==> config.mk <==
export PLATFORM = sky130hd
export DESIGN_NAME = uart_rx_core
export DESIGN_NICKNAME = d
export VERILOG_FILES = /design/src/rtl/uart_pkg.sv /design/src/rtl/uart_rx_fifo.sv /design/src/rtl/uart_rx_core.sv
export SDC_FILE = /design/constraint.sdc
export NUM_CORES = 1
export LEC_CHECK = 0
export CORE_ASPECT_RATIO = 1.75
export CORE_MARGIN = 2
export CORE_UTILIZATION = 63
export CTS_CLUSTER_SIZE = 40
export DETAILED_ROUTE_END_ITERATION = 8
export GPL_TIMING_DRIVEN = 0
export PLACE_DENSITY_LB_ADDON = 0.25
export SLEW_MARGIN = 25
export SYNTH_ARGS = -nofsm -noshare
export SYNTH_HDL_FRONTEND = slang
export SYNTH_HIERARCHICAL = 1
export SYNTH_SLANG_ARGS = --single-unit
==> constraint.sdc <==
create_clock -name app_clk -period 5.1 [get_ports app_clk]
set_input_delay 0.765 -clock app_clk [delete_from_list [all_inputs] [get_ports app_clk]]
set_output_delay 0.765 -clock app_clk [all_outputs]
set_load 0.01 [all_outputs]
==> src/rtl/uart_pkg.sv <==
// -----------------------------------------------------------------------------
// uart_pkg
// Shared definitions for the UART receive path, also intended for the
// future transmitter:
//   - rx_state_e     : receiver FSM state encoding
//   - par_mode_e     : parity-mode encoding (none / odd / even)
//   - DATA_BITS_OFFSET : cfg_data_bits value 0 corresponds to 5 data bits
//   - BIT_TIMER_W    : width of the bit-period down-counter
//   - parity_bit()   : expected parity bit for a data word
// No ports (package).
// -----------------------------------------------------------------------------
package uart_pkg;

    localparam int DATA_BITS_OFFSET = 5;
    localparam int BIT_TIMER_W      = 17;

    typedef enum logic [2:0] {
        RX_IDLE      = 3'd0,
        RX_START     = 3'd1,
        RX_DATA      = 3'd2,
        RX_PARITY    = 3'd3,
        RX_STOP1     = 3'd4,
        RX_STOP2     = 3'd5,
        RX_WAIT_IDLE = 3'd6
    } rx_state_e;

    typedef enum logic [1:0] {
        PAR_NONE = 2'd0,
        PAR_ODD  = 2'd1,
        PAR_EVEN = 2'd2
    } par_mode_e;

    // Unused upper data bits are held at 0, so XOR over the full byte is
    // the XOR over the configured data bits.
    function automatic logic parity_bit(input logic [7:0] data, input par_mode_e mode);
        return (mode == PAR_EVEN) ? (^data) : ~(^data);
    endfunction

endpackage

==> src/rtl/uart_rx_fifo.sv <==
// -----------------------------------------------------------------------------
// uart_rx_fifo
// Synchronous FIFO with show-ahead read and asynchronous active-low reset
// (contents included).
//   clk_i        : clock
//   rst_ni       : asynchronous active-low reset
//   push_i       : write request
//   wdata_i      : write data
//   pop_i        : read request, ignored when empty
//   rdata_o      : head entry (valid while not empty)
//   empty_o      : FIFO empty
//   full_o       : FIFO full
//   overflow_o   : push rejected this cycle (full and no pop)
// Parameters: DATA_W, DEPTH (power of 2, >= 2), AW = log2(DEPTH).
// -----------------------------------------------------------------------------
module uart_rx_fifo #(
    parameter int DATA_W = 8,
    parameter int DEPTH  = 4,
    parameter int AW     = 2
) (
    input  logic              clk_i,
    input  logic              rst_ni,
    input  logic              push_i,
    input  logic [DATA_W-1:0] wdata_i,
    input  logic              pop_i,
    output logic [DATA_W-1:0] rdata_o,
    output logic              empty_o,
    output logic              full_o,
    output logic              overflow_o
);

    logic [DATA_W-1:0] mem_q [DEPTH];
    // Pointers carry one extra wrap bit to tell full from empty.
    logic [AW:0]       wr_ptr_q;
    logic [AW:0]       rd_ptr_q;
    logic              pop_ok;
    logic              push_ok;

    assign empty_o = (wr_ptr_q == rd_ptr_q);
    assign full_o  = (wr_ptr_q[AW-1:0] == rd_ptr_q[AW-1:0]) &&
                     (wr_ptr_q[AW] != rd_ptr_q[AW]);

    // A pop in the same cycle frees the slot, so push while full succeeds.
    assign pop_ok     = pop_i & ~empty_o;
    assign push_ok    = push_i & (~full_o | pop_ok);
    assign overflow_o = push_i & ~push_ok;

    assign rdata_o = mem_q[rd_ptr_q[AW-1:0]];

    always_ff @(posedge clk_i or negedge rst_ni) begin
        if (!rst_ni) begin
            wr_ptr_q <= '0;
            rd_ptr_q <= '0;
            for (int i = 0; i < DEPTH; i++) begin
                mem_q[i] <= '0;
            end
        end else begin
            if (push_ok) begin
                mem_q[wr_ptr_q[AW-1:0]] <= wdata_i;
                wr_ptr_q                <= wr_ptr_q + {{AW{1'b0}}, 1'b1};
            end
            if (pop_ok) begin
                rd_ptr_q <= rd_ptr_q + {{AW{1'b0}}, 1'b1};
            end
        end
    end

endmodule

==> src/rtl/uart_rx_core.sv <==
// -----------------------------------------------------------------------------
// uart_rx_core
// UART receiver: 5..8 data bits, optional odd/even parity, 1 or 2 stop bits.
// One bit period = 2*(cfg_divisor+1) app_clk cycles; bits are sampled at
// mid-bit. Received bytes go into a show-ahead FIFO (uart_rx_fifo).
//
// Ports:
//   app_clk, reset_n       : clock, asynchronous active-low reset
//   cfg_rx_enable          : receiver enable (drop aborts the current frame)
//   cfg_data_bits          : data bits minus 5
//   cfg_stop_bits          : 0 = one stop bit, 1 = two stop bits
//   cfg_pen / cfg_epen     : parity enable / 1 = even, 0 = odd
//   cfg_divisor            : half bit period minus 1
//   rxd                    : asynchronous serial input, idles high
//   rx_fifo_rd             : pop request
//   rx_fifo_rdata          : FIFO head, unused upper bits 0
//   rx_fifo_empty/full     : FIFO flags
//   rx_busy                : frame in progress (FSM not idle)
//   rx_par_err             : one-cycle pulse, parity mismatch
//   rx_frm_err             : one-cycle pulse, stop bit sampled low
//   rx_overrun             : one-cycle pulse, byte dropped on full FIFO
//   rx_break               : (UART_RX_BREAK_DET_EN only) one-cycle pulse,
//                            all-zero frame including STOP1; nothing pushed
//
// Optional feature macro: UART_RX_BREAK_DET_EN
// Error/break pulses are registered and appear together with the FIFO
// going non-empty, one cycle after the final stop sample.
// -----------------------------------------------------------------------------
module uart_rx_core
    import uart_pkg::*;
#(
    parameter int FIFO_DEPTH = 4,
    parameter int FIFO_AW    = 2
) (
    input  logic        app_clk,
    input  logic        reset_n,
    input  logic        cfg_rx_enable,
    input  logic [1:0]  cfg_data_bits,
    input  logic        cfg_stop_bits,
    input  logic        cfg_pen,
    input  logic        cfg_epen,
    input  logic [15:0] cfg_divisor,
    input  logic        rxd,
    input  logic        rx_fifo_rd,
    output logic [7:0]  rx_fifo_rdata,
    output logic        rx_fifo_empty,
    output logic        rx_fifo_full,
    output logic        rx_busy,
    output logic        rx_par_err,
    output logic        rx_frm_err,
    output logic        rx_overrun
`ifdef UART_RX_BREAK_DET_EN
    ,
    output logic        rx_break
`endif
);

    localparam logic [2:0] LAST_BIT_OFS = 3'(DATA_BITS_OFFSET - 1);

    logic                   rxd_meta_q, rxd_s_q, rxd_prev_q;
    logic                   rxd_fall;

    rx_state_e              state_q, state_d;
    logic [BIT_TIMER_W-1:0] cnt_q, cnt_d;
    logic [BIT_TIMER_W-1:0] full_period;
    logic                   tick;
    logic [2:0]             bit_cnt_q, bit_cnt_d;
    logic                   last_bit;
    logic [7:0]             data_q, data_d;
    logic                   par_err_q, par_err_d;
    logic                   frm_err_q, frm_err_d;

    logic                   latch_cfg;
    logic [1:0]             data_bits_q;
    logic                   stop_bits_q;
    par_mode_e              par_mode_q;
    logic [15:0]            div_q;

    logic                   push;
    logic                   fifo_overflow;
    logic                   par_pulse_q, par_pulse_d;
    logic                   frm_pulse_q, frm_pulse_d;
    logic                   ovr_pulse_q;

`ifdef UART_RX_BREAK_DET_EN
    logic                   seen_one_q, seen_one_d;
    logic                   brk_pulse_q, brk_pulse_d;
`endif

    // Two-flop synchroniser plus one history flop for edge detection.
    // Preset high so reset release never looks like a start edge.
    always_ff @(posedge app_clk or negedge reset_n) begin
        if (!reset_n) begin
            rxd_meta_q <= 1'b1;
            rxd_s_q    <= 1'b1;
            rxd_prev_q <= 1'b1;
        end else begin
            rxd_meta_q <= rxd;
            rxd_s_q    <= rxd_meta_q;
            rxd_prev_q <= rxd_s_q;
        end
    end

    assign rxd_fall    = rxd_prev_q & ~rxd_s_q;
    // Down-counter reloads with N-1 so a sample fires every N cycles.
    assign full_period = {div_q, 1'b1};
    assign tick        = (cnt_q == '0);
    assign last_bit    = (bit_cnt_q == ({1'b0, data_bits_q} + LAST_BIT_OFS));

    always_comb begin
        state_d     = state_q;
        cnt_d       = cnt_q;
        bit_cnt_d   = bit_cnt_q;
        data_d      = data_q;
        par_err_d   = par_err_q;
        frm_err_d   = frm_err_q;
        latch_cfg   = 1'b0;
        push        = 1'b0;
        par_pulse_d = 1'b0;
        frm_pulse_d = 1'b0;
`ifdef UART_RX_BREAK_DET_EN
        seen_one_d  = seen_one_q;
        brk_pulse_d = 1'b0;
`endif

        if (state_q != RX_IDLE && state_q != RX_WAIT_IDLE && !tick) begin
            cnt_d = cnt_q - BIT_TIMER_W'(1);
        end

        case (state_q)
            RX_IDLE: begin
                if (cfg_rx_enable && rxd_fall) begin
                    state_d   = RX_START;
                    cnt_d     = {1'b0, cfg_divisor};
                    latch_cfg = 1'b1;
                    bit_cnt_d = '0;
                    data_d    = '0;
                    par_err_d = 1'b0;
                    frm_err_d = 1'b0;
`ifdef UART_RX_BREAK_DET_EN
                    seen_one_d = 1'b0;
`endif
                end
            end
            RX_START: begin
                if (tick) begin
                    cnt_d   = full_period;
                    state_d = rxd_s_q ? RX_IDLE : RX_DATA;
                end
            end
            RX_DATA: begin
                if (tick) begin
                    cnt_d                = full_period;
                    data_d[bit_cnt_q]    = rxd_s_q;
`ifdef UART_RX_BREAK_DET_EN
                    seen_one_d           = seen_one_q | rxd_s_q;
`endif
                    if (last_bit) begin
                        state_d = (par_mode_q != PAR_NONE) ? RX_PARITY : RX_STOP1;
                    end else begin
                        bit_cnt_d = bit_cnt_q + 3'd1;
                    end
                end
            end
            RX_PARITY: begin
                if (tick) begin
                    cnt_d     = full_period;
                    par_err_d = (rxd_s_q != parity_bit(data_q, par_mode_q));
`ifdef UART_RX_BREAK_DET_EN
                    seen_one_d = seen_one_q | rxd_s_q;
`endif
                    state_d   = RX_STOP1;
                end
            end
            RX_STOP1: begin
                if (tick) begin
                    cnt_d     = full_period;
                    frm_err_d = ~rxd_s_q;
`ifdef UART_RX_BREAK_DET_EN
                    if (!rxd_s_q && !seen_one_q) begin
                        brk_pulse_d = 1'b1;
                        state_d     = RX_WAIT_IDLE;
                    end else
`endif
                    if (stop_bits_q) begin
                        state_d = RX_STOP2;
                    end else begin
                        push        = 1'b1;
                        par_pulse_d = par_err_q;
                        frm_pulse_d = ~rxd_s_q;
                        state_d     = rxd_s_q ? RX_IDLE : RX_WAIT_IDLE;
                    end
                end
            end
            RX_STOP2: begin
                if (tick) begin
                    cnt_d       = full_period;
                    push        = 1'b1;
                    par_pulse_d = par_err_q;
                    frm_pulse_d = frm_err_q | ~rxd_s_q;
                    state_d     = rxd_s_q ? RX_IDLE : RX_WAIT_IDLE;
                end
            end
            RX_WAIT_IDLE: begin
                if (rxd_s_q) begin
                    state_d = RX_IDLE;
                end
            end
            default: state_d = RX_IDLE;
        endcase

        // Disable aborts the frame silently; anything decided this cycle is dropped.
        if (!cfg_rx_enable && state_q != RX_IDLE) begin
            state_d     = RX_IDLE;
            push        = 1'b0;
            par_pulse_d = 1'b0;
            frm_pulse_d = 1'b0;
`ifdef UART_RX_BREAK_DET_EN
            brk_pulse_d = 1'b0;
`endif
        end
    end

    always_ff @(posedge app_clk or negedge reset_n) begin
        if (!reset_n) begin
            state_q     <= RX_IDLE;
            cnt_q       <= '0;
            bit_cnt_q   <= '0;
            data_q      <= '0;
            par_err_q   <= 1'b0;
            frm_err_q   <= 1'b0;
            data_bits_q <= '0;
            stop_bits_q <= 1'b0;
            par_mode_q  <= PAR_NONE;
            div_q       <= '0;
            par_pulse_q <= 1'b0;
            frm_pulse_q <= 1'b0;
            ovr_pulse_q <= 1'b0;
`ifdef UART_RX_BREAK_DET_EN
            seen_one_q  <= 1'b0;
            brk_pulse_q <= 1'b0;
`endif
        end else begin
            state_q     <= state_d;
            cnt_q       <= cnt_d;
            bit_cnt_q   <= bit_cnt_d;
            data_q      <= data_d;
            par_err_q   <= par_err_d;
            frm_err_q   <= frm_err_d;
            par_pulse_q <= par_pulse_d;
            frm_pulse_q <= frm_pulse_d;
            ovr_pulse_q <= fifo_overflow;
`ifdef UART_RX_BREAK_DET_EN
            seen_one_q  <= seen_one_d;
            brk_pulse_q <= brk_pulse_d;
`endif
            if (latch_cfg) begin
                data_bits_q <= cfg_data_bits;
                stop_bits_q <= cfg_stop_bits;
                par_mode_q  <= !cfg_pen ? PAR_NONE : (cfg_epen ? PAR_EVEN : PAR_ODD);
                div_q       <= cfg_divisor;
            end
        end
    end

    uart_rx_fifo #(
        .DATA_W (8),
        .DEPTH  (FIFO_DEPTH),
        .AW     (FIFO_AW)
    ) u_fifo (
        .clk_i      (app_clk),
        .rst_ni     (reset_n),
        .push_i     (push),
        .wdata_i    (data_d),
        .pop_i      (rx_fifo_rd),
        .rdata_o    (rx_fifo_rdata),
        .empty_o    (rx_fifo_empty),
        .full_o     (rx_fifo_full),
        .overflow_o (fifo_overflow)
    );

    assign rx_busy    = (state_q != RX_IDLE);
    assign rx_par_err = par_pulse_q;
    assign rx_frm_err = frm_pulse_q;
    assign rx_overrun = ovr_pulse_q;
`ifdef UART_RX_BREAK_DET_EN
    assign rx_break   = brk_pulse_q;
`endif

endmodule

==> run metrics, run 1 <==
Core Footprint=between 0.007 and 0.008 mm^2; PortBufs=38; Fin. Hold Viols=0; first-pass GRT wire length=~20000 um; crit end category=flop; Max H-tree Level=3; Setup WS pre-CTS=roughly 2.1 ns; Yosys cell types=between 60 and 70; area grow syn2layout=15.81%; total global-route track usage=approximately 29%; layout net count=552; post-synth design cell area=0.005176 mm^2; Global Route met3 Usage=~5.6%; met2 usage=a little over half; Via Count=3865; LEAKAGE=between 0.002 and 0.003 uW; commonest non-fill, non-tap cell in the layout=nand2_1; startpoint types=flop; most frequent cells in the layout=nand2_1 (99), dfrtp_1 (95), clkdlybuf4s50_1 (37); global route hottest layer=met2; num rows=43; Max Slew Vio Count=0; Initial Util=roughly two thirds; Root Driver=clkbuf_16; Die ar.=~0.0090 mm^2; setup ws final=2.124 ns; CTS tree=done; CP required=5.33 ns; routed length per instance=19.36 um; Synthesized Nets=between 500 and 600; post-route ant nets=0; slew margin rel.=44.68%; Synth top area share=45.93%; MaxCap Viol Count=0; die width=72.52 um; DIE HEIGHT=between 100 and 150 um; I/O Pins=40; GR Util met1=roughly 30%; vias in the first global route=4141; Congestion Overflow GR=0; drt first pass iters=4; Least-Margin Pin Slew=0.8270 ns; Placer Congestion=roughly 0.89; pwr dens=448.5 mW/mm^2; post-synthesis async set-or-reset flop share=100.0%; outcome=completed; clk slew on worst S/H paths=0.07 ns; flops & latches, synth=98; CP Cell Sequence=inv_1 -> ha_1 -> or3b_1 -> buf_6 -> nor2_2 -> nor4b_4 -> and4_1 -> and2_1 -> o41ai_4 -> mux2_2; TritonCTS buffer count=9; peak supply drop=0.3103 mV; Period minus WS final=2.976 ns; Fillers=between 500 and 600; Setup CP Type=reg -> reg; crit-path max cell delay=~0.43 ns; Post-Syn Instances=469; Hold Path Class=in -> async; Tcrit/Tclk final=between 50% and 60%; EDFF count, synth=0; number of DRC markers in iteration 0=235; crit path max-delay cell type=nor4b_4; Setup crit start=cnt_q[0]; CTS max path bufs=2; Clock Sinks=98; Worst Path Max Fanout=9; worst-skew pair later-pin latency=~0.35 ns; Reg-to-Reg Start=cnt_q[0]; vias per inst=roughly 6.3; setup violators final=0; top cells by area, synth=dfrtp_1 (46%), mux2_2 (7.6%), nand2_1 (7.2%); Post-DP Area=0.005698 mm^2; depth of the worst register-to-register path=10; warnings from Yosys=6; unrepaired setup endpoints after global routing=false; area leader, netlist=dfrtp_1; post-DP HPWL=8642 um; share of cells above drive strength 1=19.66%; ant diodes=0; Seq/Total Area, Yosys=47.45%; drt drc=0; largest net degree at the start of global routing=65; Data arrival, critical path=between 3 and 4 ns; post-route cell area=approximately 0.006 mm^2; Resize count post-CTS=0; clk_skew=~0.0052 ns; Max Clk Rate=about 340 MHz; CTS Hold Bufs=0; initial antenna violation count=0; ys flop type=dfrtp_1; Post-Synthesis Mean Instance Area=between 10 and 15 um^2; Post CTS Setup Buffer Count=0; WL final=11890 um
[final timing paths]
path                            slack [ns]         endpoint
max in group asynchronous             4.15       rxd_prev_q
worst max register to register        2.12  u_fifo/mem_q[6]
worst min register to register        0.36          rxd_s_q
worst min-delay path                  0.29        cnt_q[11]
min in group app_clk                  0.36          rxd_s_q
worst max-delay path                  2.12  u_fifo/mem_q[6]
[power breakdown]
part	leakage [uW]	switching [uW]	internal, uW
sequential	0.00129	189	955
clock	0.000139	293	381
combinational	0.00117	500	370
[cell usage after synthesis, types with 3 or more instances]
cell type / n
nand2_1: 99
dfrtp_1: 95
mux2_2: 35
xnor2_1: 22
o211ai_1: 17
inv_1: 15
a21oi_1: 12
nor3_1: 12
clkbuf_1: 10
o21ai_0: 10
mux4_2: 8
nor2_1: 8
and2_1: 7
ha_1: 7
nand4_1: 7
xor2_1: 7
nand3_1: 6
buf_2: 5
nor2b_1: 5
o311ai_0: 4
o41ai_4: 4
a2111oi_2: 3
a211oi_1: 3
a31o_2: 3
buf_4: 3
dfstp_2: 3
mux2i_1: 3
or3_1: 3
[state kept, by name, indices dropped and copies added, names as in the netlist, 2 cells and up]
signal and cells:
data_q 8, bit_cnt_q 3, u_fifo/rd_ptr_q 3, data_bits_q 2, cnt_q 17, u_fifo/mem_q 32, par_mode_q 2, div_q 16
state_q 3, u_fifo/wr_ptr_q 3
[worst max-delay path: cells and delay by family, from the launching register on]
kind / cells / cell delay (ns)
simple gates: 5 / 1.51
flops: 1 / 0.41
mux: 1 / 0.34
buf+inv: 2 / 0.22
compound gates: 1 / 0.19
fa+ha+maj: 1 / 0.17
[routing by layer]
layer,wire length (um),vias to the layer above
met2,6849,111
li1,-,1785
met4,395,0
met3,454,28
met5,0,-
met1,4186,1941
[final cells by class]
class / count / area, um^2 / area share [%]
clock buffer: 10 / 229.0 / 3.820
clock inverter: 6 / 67.56 / 1.127
sequential: 98 / 2456 / 40.97
tap: 90 / 112.6 / 1.879
multi-input combinational: 336 / 2556 / 42.64
inverter: 15 / 56.30 / 0.9393
timing repair buffer: 39 / 409.1 / 6.825
buffer: 20 / 107.6 / 1.795
[cell families (layout without fill, tap and decap cells)]
kind of cell,after synthesis,count (layout),synth area share (%)
fa+ha+maj,7,7,1.692
simple gates,175,175,18.01
flops,98,98,47.45
mux,46,46,11.68
xor+xnor,31,31,5.536
compound gates,77,77,12.47
buf+inv,35,90,3.166
[stage by stage]
stage                     hold slack (ns)  utilization, %  cells  total power [uW]  setup TNS (ns)
after floorplan                    0.3452               -    469              1758               0
after global placement             0.3472           71.20    597              1968          -16.74
after detailed placement           0.3501           71.56    598              2010               0
after CTS                          0.3029           75.28    614              2690               0
after global routing               0.3239           75.28    614              2828               0
final                              0.2944           75.28    614              2689               0
Power figures use the tool's default switching activity.
==> run 2, diff against run 1 <==
--- a/config.mk
+++ b/config.mk
@@ -7,7 +7,7 @@
 export LEC_CHECK = 0
 export CORE_ASPECT_RATIO = 1.75
 export CORE_MARGIN = 2
-export CORE_UTILIZATION = 63
+export CORE_UTILIZATION = 59
 export CTS_CLUSTER_SIZE = 40
 export DETAILED_ROUTE_END_ITERATION = 8
 export GPL_TIMING_DRIVEN = 0
==> constraint.sdc (replaced) <==
create_clock -name app_clk -period 2.8 [get_ports app_clk]
set_input_delay 0.42 -clock app_clk [delete_from_list [all_inputs] [get_ports app_clk]]
set_output_delay 0.42 -clock app_clk [all_outputs]
set_load 0.01 [all_outputs]
==> run 2 against run 1 <==
  * The flow now finishes with violations (negative hold slack)
  * Non-clock buffer count rose by 1
  * Routed wire length down 1.9%
  * Die area rose by 6.5%
  * Via count down 3.0%
  * Clock power grew 91%
  * Design area is 0.96% higher
  * Register-to-register slack got worse by 2.0 ns
  * Sequential power grew 82%
  * Critical path type unchanged
==> run metrics, run 2 (synthesized netlist as in run 1, its figures left out) <==
Least-Margin Pin Slew=between 0.8 and 0.9 ns; CTS tree=done; share of cells above drive strength 1=20.19%; clk_skew=~0.0062 ns; Fillers=roughly 640; depth of the worst register-to-register path=10; I/O Pins=40; CP required=between 3 and 4 ns; area grow syn2layout=16.92%; Data arrival, critical path=roughly 2.9 ns; Reg-to-Reg Start=cnt_q[0]; drt drc=0; reg2reg setup slack=0.13 ns; Fin. Hold Viols=5; Core Footprint=around 0.0086 mm^2; PortBufs=38; routed length per instance=~18 um; DIE HEIGHT=127.9 um; initial antenna violation count=0; clk slew on worst S/H paths=about 0.07 ns; Clock Sinks=98; commonest non-fill, non-tap cell in the layout=nand2_1; Setup CP Type=reg -> reg; Die ar.=about 0.0096 mm^2; Via Count=3750; first-pass GRT wire length=between 15000 and 20000 um; slew margin rel.=between 40% and 50%; unrepaired setup endpoints after global routing=true; Setup WS pre-CTS=-0.1542 ns; Max H-tree Level=3; setup violators final=0; largest net degree at the start of global routing=52; Largest register FFs=32; post-DP HPWL=8525 um; CTS Hold Bufs=0; most flop-heavy register=u_fifo/mem_q; outcome=complete, but fails checks; Initial Util=between 60% and 70%; Tcrit/Tclk final=95.39%; vias per inst=5.841; placed cell count=roughly 630; crit end category=flop; setup TNS=0 ns; TritonCTS buffer count=9; Placer Congestion=approximately 0.91; largest registers=u_fifo/mem_q (32), cnt_q (17), div_q (16); total global-route track usage=26.33%; ant diodes=0; LEAKAGE=0.002612 uW; number of DRC markers in iteration 0=about 220; failing checks=negative hold slack; most frequent cells in the layout=nand2_1 (99), dfrtp_1 (95), clkdlybuf4s50_1 (37); Final Non-Filler Cells=642; CTS max path bufs=2; startpoint types=flop; peak supply drop=0.4787 mV; Max Slew Vio Count=0; Critical R2R Capture=u_fifo/mem_q[9]; post-route ant nets=0; MaxCap Viol Count=0; Congestion Overflow GR=0; Hold Path Class=in -> async; Setup crit start=cnt_q[0]; worst-skew pair later-pin latency=~0.35 ns; num rows=45; Hold WS=-0.01056 ns; die width=around 75 um; Period minus WS final=approximately 2.7 ns; layout net count=roughly 550; WL final=11660 um; drt first pass iters=4; Root Driver=clkbuf_16; Max Clk Rate=between 300 and 400 MHz; setup ws final=0.1291 ns; Worst Path Max Fanout=8; vias in the first global route=4066; pwr dens=~800 mW/mm^2
[run 2: power by group]
group | total, uW | switching (uW) | leakage (uW) | internal [uW]
registers | 2080 | 340 | 0.00129 | 1740
clock network | 1290 | 567 | 0.000146 | 727
logic | 1570 | 894 | 0.00117 | 676
[run 2: cell type report]
type | count | area, um^2 | area share, %
Inverter | 15 | 56.30 | 0.9303
Buffer | 20 | 107.6 | 1.778
Clock inverter | 6 | 71.32 | 1.178
Clock buffer | 10 | 239.0 | 3.949
Timing Repair Buffer | 40 | 416.7 | 6.884
Tap cell | 117 | 146.4 | 2.419
Sequential cell | 98 | 2456 | 40.58
Multi-Input combinational cell | 336 | 2559 | 42.28
[run 2: repair_timing]
action / CTS / global route
cloned: 0 / 0
setup buffers: 1 / 0
setup endpoints to repair: 33 / 32
gates resized for setup: 0 / 2
pin swaps: 0 / 1
[run 2: layer usage]
metal | up-vias | global-route usage (%) | wire [um]
li1 | 1778 | - | -
met1 | 1866 | 27.00 | 4339
met2 | 77 | 48.20 | 6552
met3 | 29 | 4.560 | 317
met4 | 0 | 14.71 | 446
met5 | - | 0 | 0
[run 2: how the worst max path moves through the flow]
stage / endpoint / slack, ns
after floorplan: u_fifo/mem_q[0] / 0.27
after global placement: u_fifo/mem_q[11] / -2.22
after detailed placement: u_fifo/mem_q[7] / -0.15
after CTS: u_fifo/mem_q[4] / 0.04
after global routing: u_fifo/mem_q[2] / -0.002
final: u_fifo/mem_q[9] / 0.13
[run 2: per-stage QoR]
stage	power, uW	util (%)	cell area, um^2
final	4942	70.25	6052
after global routing	5205	70.25	6052
after CTS	4959	70.23	6050
after detailed placement	3664	66.54	5732
after global placement	3597	66.20	5703
after floorplan	3201	-	5176
[run 2: critical path, cell delays in order, from the launching register on]
cell and delay [ns]:
dfrtp_1 0.42, inv_1 0.07, ha_1 0.18, or3b_1 0.37, buf_6 0.15, nor2_2 0.08
nor4b_4 0.27, and4_4 0.32, and2_1 0.18, o41ai_4 0.18, mux2_2 0.33
==> variant 1, RTL diff (settings of run 2) <==
Remove the register `par_pulse_q`: a continuous assignment takes its place, so the output `rx_par_err` follows one clock earlier.
--- a/src/rtl/uart_rx_core.sv
+++ b/src/rtl/uart_rx_core.sv
@@ -234,5 +234,4 @@
             par_mode_q  <= PAR_NONE;
             div_q       <= '0;
-            par_pulse_q <= 1'b0;
             frm_pulse_q <= 1'b0;
             ovr_pulse_q <= 1'b0;
@@ -248,5 +247,4 @@
             par_err_q   <= par_err_d;
             frm_err_q   <= frm_err_d;
-            par_pulse_q <= par_pulse_d;
             frm_pulse_q <= frm_pulse_d;
             ovr_pulse_q <= fifo_overflow;
@@ -263,4 +261,6 @@
         end
     end
+
+    assign par_pulse_q = par_pulse_d;
 
     uart_rx_fifo #(
Behaviour: no difference found for any inputs over 10 cycles, from zero or initial values and one cycle with reset_n low; that may be too few to reach the edited logic, so the function may still have changed.
==> variant 1 against run 2 <==
Wire length grew 0.89%. Setup slack worse by 0.043 ns. Power increased by 2.2%. Via count increased by 4.1%. Area after synthesis down 0.48%. Clock skew grew 0.0031 ns. Non-clock buffer count grew 9. Global-route usage rose by 0.40 points. Sequential cell count down 1. Maximum frequency decreased by 1.6%. Final area is 1.1% higher. Synthesized cell count shrank 0.21%. Largest cell class unchanged.
==> variant 1: results (changes against run 2) <==
- Outcome: finished, final reports clean (was finished with violations)
- Commonest cells post-synth: nand2_1 (99), dfrtp_1 (94), mux2_2 (35) (was nand2_1 (99), dfrtp_1 (95), mux2_2 (35)).
* Syn_nets: 501 (was 502)
- The met2 wirelength from detailed routing was 6.68 mm (was 6.55 mm).
* Synth Area per Inst: 11.0 um^2 (about the same)
- The global-route wire length before repair was 19.1 mm (was 19.0 mm).
- Synthesized-area fraction occupied by xor and xnor cells: 0.0556 (was 0.0554)
* Vias: 3904 (was 3750)
- The reg-to-reg setup timing slack came to 0.16 ns (was 0.13 ns).
- Cell Count Post-Placement: 624 (was 625)
* Type of the worst min-delay path: register to register (was input port to async pin)
- The leakage power summed over all cells is 2.66 nW (was 2.61 nW).
- Met3 layer usage reported by global route: 0.0536 (was 0.0456)
- Setup Slack @ Placement: -0.451 ns (was -0.154 ns)
- Cell with the biggest individual delay on the critical path: or3b_4 (was dfrtp_1)
- Post-synthesis share of cell area spent on full adders, half adders and majority gates: 0.0170 (was 0.0169)
- Mux share of post-synthesis cell area: 0.117 (about the same)
- The part of the power in registers was 0.409 (was 0.420).
- The complex-gate fraction of the synthesized area came to 0.125 (about the same).
* Critical Path Fanout Max: 4 (was 8)
* Fin nets: 561 (was 553)
- The wire length the detailed router placed on met1 is 4.08 mm (was 4.34 mm).
* Number of global-route vias before repair: 4083 (was 4066)
- Total setup buffers inserted after CTS: 4 (was 1)
- Reg-to-reg critical path startpoint: cnt_q[1]$_DFF_PN0_ (was cnt_q[0]$_DFF_PN0_)
- Placed instance area: 0.00571 mm^2 (was 0.00573 mm^2)
* Maximum vdd drop: 0.500 mV (was 0.479 mV)
* Detailed router's first-iteration violation count: 262 (was 217)
- Pin count of the biggest net entering global routing: 63 (was 52)
* M1 GR Usage: 0.277 (was 0.270)
- Final hold slack: 0.352 ns (was -0.0106 ns)
## variant 1: worst max path at each step
stage                                        end  slack (ns)  cells after the start
detailed placement                    rx_par_err       -0.45                      9
CTS                                   rx_par_err        0.02                      8
finish                                rx_par_err        0.09                      8
global route                          rx_par_err     -0.0005                      8
floorplan            u_fifo/mem_q[0]$_DFFE_PN0P_        0.27                     10
global placement    u_fifo/mem_q[19]$_DFFE_PN0P_       -2.19                      1
## variant 1: cell families (layout without fill, tap and decap cells)
kind of cell / Yosys count / after routing
simple gates: 175 / 175
flops: 97 / 97
compound gates: 77 / 77
mux: 46 / 46
buf+inv: 35 / 100
xor+xnor: 31 / 31
fa+ha+maj: 7 / 7
## variant 1: area by class of cell
class                   instances  area, um^2  area share
multi-input cells             336        2580       0.421
well taps                     117         146      0.0239
repair buffers                 50         489      0.0799
flip-flops and latches         97        2430       0.397
clock inverters                 7        97.6      0.0159
plain buffers                  19        96.3      0.0157
clock buffers                   9         225      0.0368
inverters                      15        56.3     0.00920
==> variant 2, RTL diff (config.mk and constraints of run 2) <==
Without the edit above. Build with the macro `UART_RX_BREAK_DET_EN` defined.
--- a/src/rtl/uart_rx_core.sv
+++ b/src/rtl/uart_rx_core.sv
@@ -27,4 +27,6 @@
 // going non-empty, one cycle after the final stop sample.
 // -----------------------------------------------------------------------------
+`define UART_RX_BREAK_DET_EN
+
 module uart_rx_core
     import uart_pkg::*;
Check against the original RTL (old outputs only; new: rx_break): no difference found for any inputs over 10 cycles, from zero or initial values and one cycle with reset_n low; that may be too few to reach the edited logic, so the function may still have changed.
==> variant 2 against run 2 <==
Wire length increased by 8.0%. Power increased by 16%. Final area increased by 3.0%. Sequential cell count increased by 2. Setup slack got worse by 0.015 ns. Area after synthesis increased by 2.7%. Synthesized cell count increased by 4.9%.
==> variant 2: results (changes against run 2) <==
* Wire length of the first global-routing pass: 20.4 mm (was 19.0 mm)
- The highest net fanout along the worst path came to 17 (was 8).
- Slew @ Worst Pin: 0.842 ns (was 0.813 ns)
- Type of the worst min-delay path: register to register (was input port to async pin)
* Final clock skew: 0.00832 ns (was 0.00617 ns)
- The last weighted congestion value of the routability-driven placer is 0.984 (was 0.913).
- Fraction of final layout cells with drive strength greater than 1: 0.179 (was 0.202)
- The maximum number of pins on one net before global-route repair was 65 (was 52).
* Syn_nets: 528 (was 502)
- Commonest cells post-synth: dfrtp_1 (97), nand2_1 (76), mux2_2 (34) (was nand2_1 (99), dfrtp_1 (95), mux2_2 (35)).
- The HPWL reported at the end of detailed placement was 9.26 mm (was 8.53 mm).
- Number of buffers on the longest clock path: 2 (unchanged)
- The total number of vias was 4104 (was 3750).
- The detailed-route wire length per cell was 19.0 um (was 18.2 um).
* Synth area leaders: dfrtp_1 (46%), mux2_2 (7.2%), nand2_1 (5.4%), xnor2_1 (3.6%), mux4_2 (3.4%) (was dfrtp_1 (46%), mux2_2 (7.6%), nand2_1 (7.2%), xnor2_1 (3.7%), mux4_2 (3.5%))
- Sw Pwr: 0.00236 W (was 0.00180 W)
- The setup slack after placement is -0.596 ns (was -0.154 ns).
- Number of global-route vias before repair: 4438 (was 4066)
* GRT Overall Usage: 0.279 (was 0.263)
* Sequential share of the synthesized area: 0.472 (was 0.474)
* Outcome: finished, final reports clean (was finished with violations)
- Critical Path AT: 2.88 ns (was 2.90 ns)
* # port buffers: 39 (was 38)
- The initial detailed-routing violation count was 275 (was 217).
- Fin nets: 578 (was 553)
- P_leak: 2.80 nW (was 2.61 nW)
- The worst vdd rail ir drop is 0.521 mV (was 0.479 mV).
-- variant 2: cells by family (layout without fill, tap and decap cells) --
group | count (synthesis) | count (layout) | synth area share
AOI/OAI and AO/OA | 104 | 104 | 0.150
buffers and inverters | 39 | 94 | 0.0341
xor gates and xnor gates | 28 | 28 | 0.0504
and+or+nand+nor | 163 | 163 | 0.154
adders and majority gates | 10 | 10 | 0.0235
DFF | 100 | 100 | 0.472
muxes | 48 | 48 | 0.117
-- variant 2: metal layers --
layer  track usage  share of wire  vias up
met4         0.169          0.044        0
met1         0.288           0.36     2073
met3        0.0498          0.030       41
li1              -              -     1886
met2         0.498           0.56      104
met5             0              0        -
-- variant 2: cell type report --
cell class	instances	area (um^2)
timing repair buffer	41	429
inverter	15	56.3
clock inverter	7	92.6
multi-input combinational	353	2660
fill	644	2490
clock buffer	9	225
tap	117	146
sequential	100	2510
buffer	22	119
-- variant 2: path summary, 6_finish.rpt --
check	cells past startpoint	endpoint	slack, ns	startpoint
min in group asynchronous	2	u_fifo/rd_ptr_q[1]$_DFFE_PN0P_	0.54	reset_n
max reg2reg	8	cnt_q[10]$_DFF_PN0_	0.11	cnt_q[0]$_DFF_PN0_
min	0	rxd_s_q$_DFF_PN1_	0.36	rxd_meta_q$_DFF_PN1_
max in group asynchronous	3	div_q[4]$_DFFE_PN0P_	1.64	reset_n
min reg2reg	0	rxd_s_q$_DFF_PN1_	0.36	rxd_meta_q$_DFF_PN1_
max	8	cnt_q[10]$_DFF_PN0_	0.11	cnt_q[0]$_DFF_PN0_
-- variant 2: repair_timing --
action	4_1_cts	5_1_grt
buffers inserted	0	0
hold buffers	1	0
gates resized for setup	4	4
pin swaps	0	1
setup endpoints to repair	38	11
cloned	0	0
hold endpoints to repair	33	0
-- variant 2: stage by stage --
step	power (W)	instance area [um^2]	cells	setup TNS, ns
floorplan	0.00369	5310	492	0
global placement	0.00428	5850	648	-234.78
detailed placement	0.00437	5880	649	-19.46
CTS	0.00570	6230	665	0
global route	0.00607	6230	664	0
finish	0.00574	6230	664	0
-- variant 2: critical path, cell delays in order, from the launching register on --
cell and delay, ns:
dfrtp_1 0.42, inv_1 0.10, ha_1 0.23, nor3b_4 0.30, and2_2 0.26, nand2_4 0.15
a21oi_1 0.58, buf_2 0.37, o22ai_1 0.13
-- variant 2: power by group through the flow --
stage               logic [W]  registers [W]  clock network (W)
floorplan             0.00168        0.00201                  0
global placement      0.00220        0.00207                  0
detailed placement    0.00228        0.00208                  0
CTS                   0.00231        0.00207            0.00132
finish                0.00235        0.00209            0.00130
global route          0.00258        0.00212            0.00137
